### src/rtl/coin_credit_unit.sv
// coin_credit_unit: debounced coin intake, saturating credit count and game launch/refund sequencing
module coin_credit_unit #(
    parameter int PRICE       = 2,
    parameter int MAX_CREDIT  = 9,
    parameter int DEB_CYCLES  = 4,
    parameter int ACK_TIMEOUT = 16
) (
    input  logic       clk,
    input  logic       Reset,
    input  logic       Coin_raw,
    input  logic       Start_btn,
    input  logic       Refund_btn,
    input  logic       Game_busy,
    output logic       Coin,
    output logic [3:0] Credits,
    output logic       Coin_reject,
    output logic       Refund_pulse,
    output logic       Fault
);
    localparam int DW = $clog2(DEB_CYCLES);
    localparam int TW = $clog2(ACK_TIMEOUT + 1);
    localparam logic [DW-1:0] DEB_LAST = DW'(DEB_CYCLES - 1);
    localparam logic [TW-1:0] TO_LAST  = TW'(ACK_TIMEOUT - 1);
    localparam logic [4:0]    PRICE5   = 5'(PRICE);
    localparam logic [4:0]    MAX5     = 5'(MAX_CREDIT);
    localparam logic [3:0]    MAX4     = 4'(MAX_CREDIT);

    typedef enum logic [2:0] {IDLE, LAUNCH, WAIT_ACK, PLAY, REFUND} state_t;

    state_t          r_state, w_next;
    logic            r_s1, r_s2, r_disarm;
    logic [DW-1:0]   r_deb_cnt;
    logic [TW-1:0]   r_to_cnt;
    logic [3:0]      r_credits;
    logic            r_coin, r_reject, r_refund, r_fault;
    logic            w_accept, w_start, w_launch, w_rf, w_timeout, w_take;
    logic [4:0]      w_dec, w_sum;
    logic [3:0]      w_cred_next;

    assign w_accept = !r_disarm && r_s2 && (r_deb_cnt == DEB_LAST);
    assign w_start  = Start_btn && ({1'b0, r_credits} >= PRICE5) && !Game_busy;

    // Synchronize the coin switch; count a stable high run to accept, then a stable low run to re-arm
    always_ff @(posedge clk) begin
        if (Reset) begin
            r_s1      <= 1'b0;
            r_s2      <= 1'b0;
            r_disarm  <= 1'b0;
            r_deb_cnt <= '0;
        end else begin
            r_s1 <= Coin_raw;
            r_s2 <= r_s1;
            if (r_disarm) begin
                if (r_s2) r_deb_cnt <= '0;
                else if (r_deb_cnt == DEB_LAST) begin
                    r_deb_cnt <= '0;
                    r_disarm  <= 1'b0;
                end else r_deb_cnt <= r_deb_cnt + 1'b1;
            end else if (!r_s2) r_deb_cnt <= '0;
            else if (w_accept) begin
                r_deb_cnt <= '0;
                r_disarm  <= 1'b1;
            end else r_deb_cnt <= r_deb_cnt + 1'b1;
        end
    end

    // Next-state decode plus the single net credit update (decrements first, then coin, then restore)
    always_comb begin
        w_next    = r_state;
        w_launch  = 1'b0;
        w_rf      = 1'b0;
        w_timeout = 1'b0;
        case (r_state)
            IDLE: begin
                if (w_start) begin
                    w_next   = LAUNCH;
                    w_launch = 1'b1;
                end else if (Refund_btn && r_credits != 4'd0) begin
                    w_next = REFUND;
                    w_rf   = 1'b1;
                end
            end
            LAUNCH:   w_next = WAIT_ACK;
            WAIT_ACK: begin
                if (Game_busy) w_next = PLAY;
                else if (r_to_cnt == TO_LAST) begin
                    w_next    = IDLE;
                    w_timeout = 1'b1;
                end
            end
            PLAY:     w_next = Game_busy ? PLAY : IDLE;
            REFUND: begin
                if (!r_refund) w_rf = 1'b1;
                else if (r_credits == 4'd0 && !w_accept) w_next = IDLE;
            end
            default:  w_next = IDLE;
        endcase
        w_dec       = {1'b0, r_credits} - (w_launch ? PRICE5 : 5'd0) - {4'd0, w_rf};
        w_take      = w_accept && (w_dec < MAX5);
        w_sum       = w_dec + {4'd0, w_take} + (w_timeout ? PRICE5 : 5'd0);
        w_cred_next = (w_sum > MAX5) ? MAX4 : w_sum[3:0];
    end

    // FSM state register
    always_ff @(posedge clk) begin
        if (Reset) r_state <= IDLE;
        else r_state <= w_next;
    end

    // Registered credit count, ack timer and one-cycle output pulses
    always_ff @(posedge clk) begin
        if (Reset) begin
            r_to_cnt  <= '0;
            r_credits <= 4'd0;
            r_coin    <= 1'b0;
            r_reject  <= 1'b0;
            r_refund  <= 1'b0;
            r_fault   <= 1'b0;
        end else begin
            r_to_cnt  <= (r_state == WAIT_ACK) ? r_to_cnt + 1'b1 : '0;
            r_credits <= w_cred_next;
            r_coin    <= w_launch;
            r_reject  <= w_accept && !w_take;
            r_refund  <= w_rf;
            r_fault   <= w_timeout;
        end
    end

    assign Coin         = r_coin;
    assign Credits      = r_credits;
    assign Coin_reject  = r_reject;
    assign Refund_pulse = r_refund;
    assign Fault        = r_fault;
endmodule

### config.mk
export PLATFORM = sky130hd
export DESIGN_NAME = coin_credit_unit
export DESIGN_NICKNAME = d
export VERILOG_FILES = /design/src/rtl/coin_credit_unit.sv
export SDC_FILE = /design/constraint.sdc
export NUM_CORES = 1
export LEC_CHECK = 0
export CORE_MARGIN = 8
export CORE_UTILIZATION = 45
export CTS_CLUSTER_DIAMETER = 100
export CTS_CLUSTER_SIZE = 24
export DETAILED_ROUTE_END_ITERATION = 16
export PLACE_DENSITY = 0.7
export REMOVE_ABC_BUFFERS = 1
export SLEW_MARGIN = 20
export SYNTH_ARGS = -nofsm -noshare
export SYNTH_HDL_FRONTEND = slang
export SYNTH_SLANG_ARGS = --single-unit
### constraint.sdc
create_clock -name clk -period 7.4 [get_ports clk]
set_clock_uncertainty 0.2 [all_clocks]
set_input_delay 0.74 -clock clk [delete_from_list [all_inputs] [get_ports clk]]
set_output_delay 0.74 -clock clk [all_outputs]
set_load 0.03 [all_outputs]
; After elaboration in Yosys (flattened, before gate mapping)
; Index checks and enable logic that the tools add are counted.
; W data, S select, Z words.
[classes]
muxes = 30
add_sub_neg = 6
reduce_logical = 18
bitwise = 1
eq_ne = 10
n_lt_le_gt_ge = 3
[op_table]
columns = op, n
row1 = $mux W3, 6
row2 = $mux W2, 8
row3 = $pmux W3 S5, 1
row4 = $mux W1, 13
row5 = $logic_and A1 B1 Y1, 8
row6 = $eq A3 B2 Y1 const B, 2
row7 = $ne A3 B3 Y1 const B, 2
row8 = $add A5 B1 Y5, 1
row9 = $add A5 B1 Y5 const B, 1
row10 = $add A5 B2 Y5, 1
row11 = $eq A5 B4 Y1 const B, 1
row12 = $gt A5 B4 Y1 const B, 1
row13 = $lt A5 B4 Y1 const B, 1
row14 = $sub A4 B2 Y5, 1
row15 = $sub A5 B1 Y5, 1
row16 = $ge A4 B2 Y1 const B, 1
row17 = $logic_not A1 Y1, 4
row18 = $logic_not A4 Y1, 1
row19 = $mux W4, 1
row20 = $ne A2 B2 Y1 const B, 2
row21 = $reduce_and A4 Y1, 1
row22 = $reduce_bool A4 Y1, 1
row23 = $reduce_or A2 Y1, 2
row24 = $eq A3 B1 Y1 const B, 1
row25 = 6 further kinds, 6
[word_totals]
input_bits = 6
wordCells = 80
output_inout_bits = 8
regBits = 21

; Longest topological paths before layout
; Gate-level depths: netlist of the first run.
[logic_depth]
ltp_word = 14
ltp_mapped = 21
depth_no_buf = 20

; Worst setup path after synthesis of the first run
; No wires, ideal clock.
[synth_timing]
path_kind = reg-to-reg
startpoint = register r_credits[1], in the netlist Credits[1]
endpoint = register r_credits[0], in the netlist Credits[0]
t_arrival_ps = 4171
path_stages_with_launch = 19
setup_time_ps = 115
setup_slack_ps = 2914
cell_sequence = dfxtp_1 or4_4 a41o_1 and2_4 ha_1 inv_1 ha_1 xor2_1 o31ai_1 o31ai_1 o21ai_0 nor2b_1 ha_1 inv_1 fa_1 or3_1 o221ai_1 o22ai_1 o21a_1
[synth_between]
elab_cells_between_ends = 19
cone_classes = add/sub (4) / order compare (3) / mux (7) / reduce/logical (5)
[synth_lines]
columns = item, line_no
row1 = start: declaration, 34  ; logic [3:0] r_credits;
row2 = start signal: assignment, 121  ; r_credits <= w_cred_next;
row3 = $ge A4 B2 Y1 / $reduce_bool A4 Y1 (equally long branches), "41, 78"
row4 = "$logic_and A1 B1 Y1, on equally long branches", "41, 78"
row5 = $logic_and A1 B1 Y1 / $mux W1 (equally long branches), "41, 78"
row6 = $mux W1 (*), 75  ; if (w_start) begin
row7 = $pmux W1 S2 (*), 73  ; case (r_state)
row8 = via w_rf, 36  ; logic w_accept, w_start, w_launch, w_rf, w_timeout, w_take;
row9 = $sub A5 B1 Y5 (*), 98  ; w_dec = {1'b0, r_credits} - (w_launch ? PRICE5 : 5'd0) - {4'd0, w_rf};
row10 = $lt A5 B4 Y1, 99  ; w_take = w_accept && (w_dec < MAX5);
row11 = $logic_and A1 B1 Y1, 99
row12 = $add A5 B1 Y5 (*), 100  ; w_sum = w_dec + {4'd0, w_take} + (w_timeout ? PRICE5 : 5'd0);
row13 = $add A5 B2 Y5 (*), 100
row14 = $gt A5 B4 Y1, 101  ; w_cred_next = (w_sum > MAX5) ? MAX4 : w_sum[3:0];
row15 = $mux W4 (*), 101
; The timed path passes the listed nets; every way through them passes the cells marked *.
; A chain may end at the register's enable or synchronous reset.

; Worst setup path in the final report of the first run
[layout_timing]
startpoint = input Game_busy
endpoint = register r_credits[3], in the netlist Credits[3]
[layout_between]
elab_cells_between_ends = 18
cone_classes = add/sub (4) / order compare (2) / mux (9) / reduce/logical (3)
[layout_lines]
columns = item, line_no
row1 = start: declaration, 13  ; input logic Game_busy,
row2 = $logic_not A1 Y1 (*), 41  ; assign w_start = Start_btn && ({1'b0, r_credits} >= PRICE5) && !Game_busy;
row3 = $logic_and A1 B1 Y1 (*), 41
row4 = $mux W1 (*), 75
row5 = $pmux W1 S2 (*), 73
row6 = via w_rf, 36
row7 = $sub A5 B1 Y5 (*), 98
row8 = $lt A5 B4 Y1, 99
row9 = $logic_and A1 B1 Y1, 99
row10 = $add A5 B1 Y5 (*), 100
row11 = $add A5 B2 Y5 (*), 100
row12 = $gt A5 B4 Y1, 101
row13 = $mux W4 (*), 101
; Marks and branches as above.

==> results of run 1 <==
final cells by class:
class	count	share of cell area [%]
flip-flops and latches	21	32.9
clock buffers	3	1.76
repair buffers	13	10.2
multi-input cells	85	47.7
clock inverters	1	0.391
well taps	30	2.94
inverters	14	4.11
where the power goes:
group	leakage (nW)	switching [mW]	internal, mW
combinational	0.323	0.174	0.145
sequential	0.171	0.0255	0.130
clock	0.0177	0.0337	0.0201
total	0.511	0.233	0.295
layer usage:
| metal | up-vias | global-route usage [%] | part of all wire, % |
|---|---|---|---|
| li1 | 458 | - | - |
| met1 | 392 | 12.7 | 52 |
| met2 | 13 | 15.6 | 42 |
| met3 | 0 | 4.25 | 6.2 |
| met4 | 0 | 1.91 | 0 |
| met5 | - | 0 | 0 |
kinds of logic after synthesis:
| family | after synthesis |
|---|---|
| simple gates | 45 |
| compound gates | 23 |
| flops | 21 |
| buf+inv | 17 |
| fa+ha+maj | 11 |
| xor+xnor | 5 |
| mux | 1 |
worst reg2reg max path: stages, from the launching register on:
cell	delay, ns
dfxtp_1	0.48
o311ai_0	0.54
a41o_1	0.25
and2_4	0.14
ha_1	0.13
inv_1	0.06
fa_1	0.55
o31ai_1	0.30
o31ai_1	0.10
o21ai_0	0.12
nor2b_1	0.19
ha_1	0.18
inv_1	0.05
fa_1	0.43
or3_1	0.39
o221ai_1	0.18
o22ai_1	0.17
nor2b_1	0.17
cells in the final DEF (no fill, tap or decap), types with 3 or more instances in the layout:
master,count
ha_1,9
a21oi_1,4
nand2_1,5
dfxtp_1,21
xnor2_1,3
nor3_1,4
o21ai_0,4
clkdlybuf4s50_1,13
inv_1,14
o31ai_1,4
nand3b_1,3
clkbuf_4,3
nor2_1,15
nand3_1,3
nor2b_1,4
per-stage QoR:
stage	hold slack [ns]	utilization (%)	area [um^2]	setup slack, ns	power (mW)
floorplan	0.204	-	1080	2.90	0.399
global route	0.264	53.6	1280	2.16	0.581
finish	0.234	53.6	1280	2.45	0.528
CTS	0.238	53.6	1280	2.46	0.533
detailed placement	0.220	52.4	1250	2.16	0.474
global placement	0.213	52.4	1250	2.29	0.469
registers in the layout, summed over array words and instances (netlist names), named ones only:
signal        flops
Coin              1
r_state           3
Credits           4
r_s1              1
r_to_cnt          5
r_s2              1
Coin_reject       1
Refund_pulse      1
r_deb_cnt         2
Fault             1
worst max-delay path by stage:
stage | end | slack (ns) | start
4_1_cts | Credits[3] | 2.46 | Game_busy
3_3_place_gp | Credits[0] | 2.29 | Game_busy
2_1_floorplan | Credits[0] | 2.90 | Credits[1]
5_1_grt | Credits[3] | 2.16 | Game_busy
3_5_place_dp | Credits[3] | 2.16 | Game_busy
6_report | Credits[3] | 2.45 | Game_busy
==> results.py, run 1 <==
metrics = {
    "outcome": {
        "status": "finished clean",
    },
    "setup_path": {
        "worst-path-stages": 20,
        "cpLargestDelayFamily": "compound AO/OA/AOI/OAI gates",
        "required_ns": 7.37,
        "start_kind": "primary input",
        "cp_cell_sequence": "clkdlybuf4s50_1, inv_1, o311ai_0, a41o_1, and2_4, ha_1, inv_1, ha_1, xor2_1, o31ai_1, o31ai_1, o21ai_0, nor2b_1, ha_1, inv_1, fa_1, or3_1, o221ai_1, o22ai_1, nor2b_1",
        "path_buf_inv": 4,
        "r2r_cells": 17,
        "cp_max_fo": 5,
        "worstSetupEndpointType": "flip-flop",
        "reg2reg_from": "Credits[2]",
        "critPathSlowestCell": "clkdlybuf4s50_1",
        "slowest_delay_ns": 0.45,
        "reg2reg_to": "Credits[3]",
        "ff2ff_setup_slack_ns": 2.65,
        "worstSetupPathType": "primary input to flip-flop",
        "arrival_ns": 4.92,
    },
    "synth": {
        "synth_flop_cell": "dfxtp_1",
        "netlist_top_cells_area": "dfxtp_1 (38%), ha_1 (10%), nor2_1 (5.1%), inv_1 (4.8%), fa_1 (3.7%)",
        "ys_seq_area_share_pct": 38.4,
        "yosysWarningCount": 0,
        "yosys.cell_count.top_type": "dfxtp_1",
        "yosys.area_share.simple_pct": 22.5,
        "synth_cell_types": 39,
        "ys_async_sr_fraction_pct": 0,
        "netlist_instances": 123,
        "synth.top_cell.area_share_pct": 38.4,
        "synth_top_family_by_area": "simple AND/OR/NAND/NOR gates",
        "synth_fa_ha_area_share_pct": 13.9,
        "syn_area_per_cell_um2": 8.91,
        "synth_edf_count": 0,
        "synth-xor-area-share_pct": 4.00,
        "synth_common_cells": "dfxtp_1 (21), nor2_1 (15), inv_1 (14)",
        "yosysTopAreaCell": "dfxtp_1",
        "synth_compound_area_share_pct": 14.4,
        "ys_seq_elements": 21,
        "syn_area_um2": 1100,
        "synthMuxAreaShare_pct": 0.913,
    },
    "global_route": {
        "grt_pass1_vias": 839,
        "grt_overflow": 0,
        "grt_util_all_layers_pct": 10.0,
        "grt_pass1_wl_um": 3530,
        "antenna_found_initial": 0,
        "grt_max_degree": 18,
    },
    "detailed_routing": {
        "dr.first_iter.drc_count": 7,
        "routedWlPerCell_um": 12.4,
        "viasPerCell": 5.17,
        "vias": 863,
        "first_pass_iters": 4,
        "detail-route-antenna-nets": 0,
        "wl_um": 2080,
        "drc": 0,
    },
    "die": {
        "die_w_um": 65.4,
        "rows": 18,
        "die_area_um2": 4270,
        "initial_utilization_pct": 45.9,
        "io_pins": 14,
        "core_um2": 2390,
        "die_h_um": 65.4,
    },
    "cts": {
        "cts_tree": "yes",
        "clock_latency_ns": 0.29,
        "clock_path_buffers": 2,
        "cts_buffers": 3,
        "cts_setup_buffers": 0,
        "cts.sinks": 21,
        "htreeDepth": 1,
        "ctsHoldBuffers": 0,
        "ctsResizeCount": 0,
        "cts.reportedPaths.clkPinSlew_ns": 0.12,
        "cts_root_buffer": "clkbuf_4",
    },
    "sta": {
        "finalCriticalPeriod_ns": 4.95,
        "hold_viol": 0,
        "fin_crit_sh_pct": 66.9,
        "fmax_mhz": 202,
        "slew_headroom_pct": 55.7,
        "fin_setup_tns_ns": 0,
        "slew_violations": 0,
        "setup_viol": 0,
        "worst_slew_pin_slew_ns": 0.662,
        "rsz0062_at_grt": "no",
    },
    "power_and_ir_drop": {
        "leakage_nw": 0.511,
        "vdd_drop_max_mv": 0.235,
        "powerDensity_nw_per_um2": 413,
    },
    "finish": {
        "multi_input_area_um2": 611,
        "n_antenna_cell": 0,
        "area_growth_pct": 16.7,
        "regArea_um2": 420,
        "nFillCells": 240,
        "final_cells": 167,
        "nets": 155,
        "drive_gt1_share_pct": 5.84,
    },
    "place": {
        "port-buffer-count": 13,
        "dpl.cell_count": 163,
        "hpwl_um": 1620,
        "gp_congestion": 0.813,
    },
    "worst_hold_path": {
        "min_path_cells": 1,
        "hp-start": "r_deb_cnt[0]",
        "hp-class": "flip-flop to flip-flop",
        "hold_end": "r_deb_cnt[0]",
    },
    "flow_run": {
        "drv_cap": 0,
    },
}
Power figures use the tool's default switching activity.
==> run 2, diff against run 1 <==
clock period = 4.95 ns   (was 7.4 ns; I/O delays follow)
==> run 2 against run 1 <==
  * Wire length up 9.3%
  * Via count up 3.8%
  * First-iteration DRC count up 110%
  * Critical path type is now flip-flop to flip-flop
  * Critical endpoint is now Credits[0]
  * Highest routed layer is now met4
==> results.py, run 2 (synthesis gave the netlist of run 1 again) <==
metrics = {
    "setup_path": {
        "worstSetupEndpointType": "flip-flop",
        "startpoint": "Credits[1]",
        "worstSetupPathType": "flip-flop to flip-flop",
        "cp_max_fo": 7,
        "arrival_ns": 4.63,
        "reg2reg_from": "Credits[1]",
        "required_ns": 4.95,
        "start_kind": "flip-flop",
    },
    "cts": {
        "clock_path_buffers": 2,
        "cts.reportedPaths.clkPinSlew_ns": 0.10,
        "cts.sinks": 21,
        "cts_root_buffer": "clkbuf_4",
        "htreeDepth": 1,
        "cts_buffers": 3,
        "ctsResizeCount": 0,
        "ctsHoldBuffers": 0,
        "cts_tree": "yes",
        "clock_latency_ns": 0.30,
        "cts_setup_buffers": 0,
    },
    "detailed_routing": {
        "routedWlPerCell_um": 13.3,
        "drc": 0,
        "vias": 896,
        "viasPerCell": 5.27,
        "wl_um": 2270,
        "first_pass_iters": 4,
        "detail-route-antenna-nets": 0,
        "dr.first_iter.drc_count": 15,
    },
    "place": {
        "dp_slack_ns": 0.0843,
        "port-buffer-count": 13,
        "hpwl_um": 1780,
        "placedInstanceArea_um2": 1270,
        "dpl.cell_count": 166,
        "gp_congestion": 0.825,
    },
    "die": {
        "initial_utilization_pct": 45.9,
        "die_w_um": 65.4,
        "io_pins": 14,
        "core_um2": 2390,
        "die_h_um": 65.4,
        "die_area_um2": 4270,
        "rows": 18,
    },
    "sta": {
        "fin_ws_ns": 0.318,
        "rsz0062_at_grt": "no",
        "hold_viol": 0,
        "fin_crit_sh_pct": 93.6,
        "fin_setup_tns_ns": 0,
        "fmax_mhz": 216,
        "slew_violations": 0,
        "worst_slew_pin_slew_ns": 0.657,
        "finalCriticalPeriod_ns": 4.63,
        "setup_viol": 0,
        "slew_headroom_pct": 56.1,
    },
    "finish": {
        "drive_gt1_share_pct": 7.86,
        "n_antenna_cell": 0,
        "final_common_cell": "dfxtp_1",
        "area_growth_pct": 18.7,
        "nets": 158,
        "largest_reg_flops": 5,
        "final_cells": 170,
        "fin_area_um2": 1300,
        "top_register": "r_to_cnt",
        "fin_util_pct": 54.5,
        "layout_common_cells": "dfxtp_1 (21), nor2_1 (15), inv_1 (14), clkdlybuf4s50_1 (13), ha_1 (9)",
    },
    "worst_hold_path": {
        "hp-class": "flip-flop to flip-flop",
        "hp-start": "r_deb_cnt[0]",
    },
    "global_route": {
        "grt_pass1_wl_um": 3860,
        "grt_max_degree": 18,
        "grt_util_all_layers_pct": 11.3,
        "grt_pass1_vias": 912,
        "antenna_found_initial": 0,
        "grt_overflow": 0,
    },
    "flow_run": {
        "drv_cap": 0,
    },
    "power_and_ir_drop": {
        "powerDensity_nw_per_um2": 626,
        "leakage_nw": 0.525,
        "vdd_drop_max_mv": 0.392,
    },
    "outcome": {
        "status": "finished clean",
    },
}
-- run 2: where the power goes --
group / leakage [nW] / total [mW] / internal, mW / switching (mW)
Clock: 0.0177 / 0.0798 / 0.0302 / 0.0497
Sequential: 0.171 / 0.224 / 0.195 / 0.0291
Combinational: 0.337 / 0.510 / 0.230 / 0.280
-- run 2: final timing paths --
check	endpoint	cells after the start	slack, ns
worst max-delay path	Credits[0]	17	0.32
worst min-delay path	r_deb_cnt[0]	1	0.24
worst max register to register	Credits[0]	17	0.32
worst min register to register	r_deb_cnt[0]	1	0.24
-- run 2: worst max-delay path, cell delays in order (launching register included) --
cell      delay, ns
dfxtp_1        0.41
o311ai_0       0.62
a41o_1         0.27
and2_4         0.14
ha_1           0.13
inv_1          0.06
fa_1           0.51
o31ai_1        0.27
o31ai_1        0.11
o21ai_0        0.11
nor2b_1        0.18
ha_1           0.18
inv_1          0.06
fa_1           0.38
or3_1          0.37
o221ai_1       0.17
o22ai_1        0.16
o21a_1         0.20
-- run 2: per-layer routing --
metal,global-route usage [%],vias up,routed length (um)
met1,12.4,412,1070
met4,2.45,0,10
met5,0,-,0
met3,4.76,2,144
met2,19.7,23,1040
li1,-,459,-
-- run 2: area by class of cell --
cell class                 instances  area (um^2)
timing repair buffer              16          153
clock buffer                       3         22.5
sequential                        21          420
fill                             246         1090
inverter                          14         52.6
clock inverter                     1         5.00
multi-input combinational         85          611
tap                               30         37.5
-- run 2: metrics by stage --
step,power (mW),hold slack (ns)
after detailed placement,0.733,0.222
final,0.814,0.236
after global routing,0.890,0.269
after floorplan,0.596,0.204
after global placement,0.717,0.214
after CTS,0.816,0.238
==> run 3, diff against run 2 <==
PLACE_DENSITY = 0.73   (was 0.7)
clock period = 3.9 ns   (was 4.95 ns; I/O delays follow)
==> run 3 against run 2 <==
  * The run now ends with setup timing left
  * Non-clock buffer count grew 24
  * Die area is the same
  * Register-to-register slack lost 0.63 ns
  * Clock power grew 28%
  * Critical path type unchanged
  * Largest cell class unchanged
==> results.py, run 3 (synthesis gave the netlist of run 1 again) <==
metrics = {
    "global_route": {
        "antenna_found_initial": 0,
        "grt_pass1_vias": 1056,
        "grt_util_all_layers_pct": 12.9,
        "grt_overflow": 0,
        "grt_max_degree": 18,
        "grt_pass1_wl_um": 4400,
    },
    "power_and_ir_drop": {
        "leakage_nw": 0.645,
        "seqPwrFrac_pct": 19.7,
        "clkPwrFrac_pct": 7.4,
        "p_sw_share_pct": 39.2,
        "powerDensity_nw_per_um2": 898,
        "pwr-share-comb_pct": 73.0,
        "design_power_total_mw": 1.39,
        "vdd_drop_max_mv": 0.730,
        "p_int_mw": 0.845,
        "power_switching_mw": 0.546,
    },
    "setup_path": {
        "arrival_ns": 4.21,
        "cp_max_fo": 4,
        "worstSetupEndpointType": "flip-flop",
        "worstSetupPathType": "flip-flop to flip-flop",
        "required_ns": 3.90,
        "start_kind": "flip-flop",
    },
    "sta": {
        "setup_viol": 4,
        "slew_violations": 0,
        "fmax_mhz": 238,
        "slew_headroom_pct": 53.0,
        "hold_viol": 0,
        "rsz0062_at_grt": "yes",
        "worst_slew_pin_slew_ns": 0.702,
        "fin_ws_ns": -0.310,
        "fin_crit_sh_pct": 108,
        "finalCriticalPeriod_ns": 4.21,
    },
    "die": {
        "rows": 18,
        "core_um2": 2390,
        "die_w_um": 65.4,
        "initial_utilization_pct": 45.9,
        "die_area_um2": 4270,
        "io_pins": 14,
        "die_h_um": 65.4,
    },
    "cts": {
        "cts_tree": "yes",
        "clock_latency_ns": 0.30,
        "cts.reportedPaths.clkPinSlew_ns": 0.11,
        "cts_root_buffer": "clkbuf_4",
        "clock_path_buffers": 2,
        "cts.sinks": 21,
        "cts_buffers": 3,
        "htreeDepth": 1,
        "ctsHoldBuffers": 0,
    },
    "detailed_routing": {
        "wl_met3_um": 99,
        "dr.max_layer_used": "met4",
        "wl_met1_um": 1100,
        "wl_met2_um": 1160,
        "first_pass_iters": 4,
        "dr.first_iter.drc_count": 7,
        "drc": 0,
        "detail-route-antenna-nets": 0,
        "viasPerCell": 5.14,
        "wl_um": 2430,
        "vias": 997,
        "routedWlPerCell_um": 12.5,
    },
    "finish": {
        "area_growth_pct": 41.3,
        "layout_common_cells": "buf_4 (27), dfxtp_1 (19), nor2_1 (15), clkdlybuf4s50_1 (13), inv_1 (11)",
        "final_common_cell": "buf_4",
        "drive_gt1_share_pct": 30.5,
        "final_cells": 194,
        "nets": 182,
        "n_antenna_cell": 0,
        "nFillCells": 210,
        "top_register": "r_to_cnt",
        "largest_reg_flops": 5,
    },
    "place": {
        "gp_congestion": 0.851,
        "hpwl_um": 1890,
        "dpl.cell_count": 186,
        "port-buffer-count": 13,
        "dp_slack_ns": -0.829,
    },
    "flow_run": {
        "drv_cap": 0,
    },
    "worst_hold_path": {
        "hp-class": "flip-flop to flip-flop",
    },
    "outcome": {
        "violations": "setup timing",
        "status": "complete, but fails checks",
    },
}
-- run 3: cell count changes in the layout (fill, tap and decap cells not counted), moves of 2 or more --
| cell | before | now |
|---|---|---|
| ha_4 | 0 | 2 |
| dfxtp_2 | 0 | 2 |
| inv_2 | 0 | 3 |
| ha_1 | 9 | 6 |
| buf_4 | 3 | 27 |
| dfxtp_1 | 21 | 19 |
| inv_1 | 14 | 11 |
-- run 3: worst paths after layout --
path                                   start           end  slack, ns  cells past startpoint
worst max-delay path              Credits[0]    Credits[0]      -0.31                     18
worst min-delay path            r_deb_cnt[0]  r_deb_cnt[0]       0.24                      1
worst max register to register    Credits[0]    Credits[0]      -0.31                     18
worst min register to register  r_deb_cnt[0]  r_deb_cnt[0]       0.24                      1
-- run 3: per-layer routing --
layer	track usage, %	up-vias
met2	22.1	20
met3	4.59	11
met5	0	-
met4	5.99	0
li1	-	506
met1	13.7	460
-- run 3: power by group through the flow --
stage	sequential, mW	combinational (mW)	clock (mW)
global placement	0.273	0.821	0
global route	0.278	1.12	0.120
detailed placement	0.274	0.839	0
finish	0.274	1.02	0.102
floorplan	0.331	0.425	0
CTS	0.271	0.996	0.107
-- run 3: area by class of cell --
class                           count  area [um^2]  area share, %
Tap cell                           30         37.5           2.42
Timing Repair Buffer               40          333           21.5
Inverter                           14         52.6           3.39
Multi-Input combinational cell     85          677           43.7
Clock buffer                        4         26.3           1.70
Sequential cell                    21          423           27.3
-- run 3: stage by stage --
stage                     cell area [um^2]  hold WS [ns]  utilization [%]  TNS, ns
after detailed placement              1420         0.222             59.6    -3.23
after CTS                             1530         0.257             64.3   -0.958
after global routing                  1550         0.274             64.9    -1.77
after global placement                1420         0.213             59.6    -2.97
after floorplan                       1080         0.204                -    -2.22
final                                 1550         0.244             64.9    -1.07
-- run 3: timing repair --
action,in CTS,in global routing
setup endpoints to repair,4,4
pin swaps,8,1
setup buffers,4,0
resized for setup,13,5
-- run 3: worst max-delay path, stage by stage (launching register included) --
cell	delay, ns
dfxtp_2	0.34
or4_4	0.53
a41o_1	0.19
and2_4	0.16
ha_4	0.26
inv_2	0.04
ha_4	0.21
xor2_2	0.15
o31ai_1	0.23
o31ai_1	0.10
o21ai_1	0.11
nor2b_2	0.17
ha_2	0.20
inv_2	0.04
fa_2	0.34
or3_4	0.37
o221ai_2	0.14
o22ai_2	0.12
o21a_1	0.19
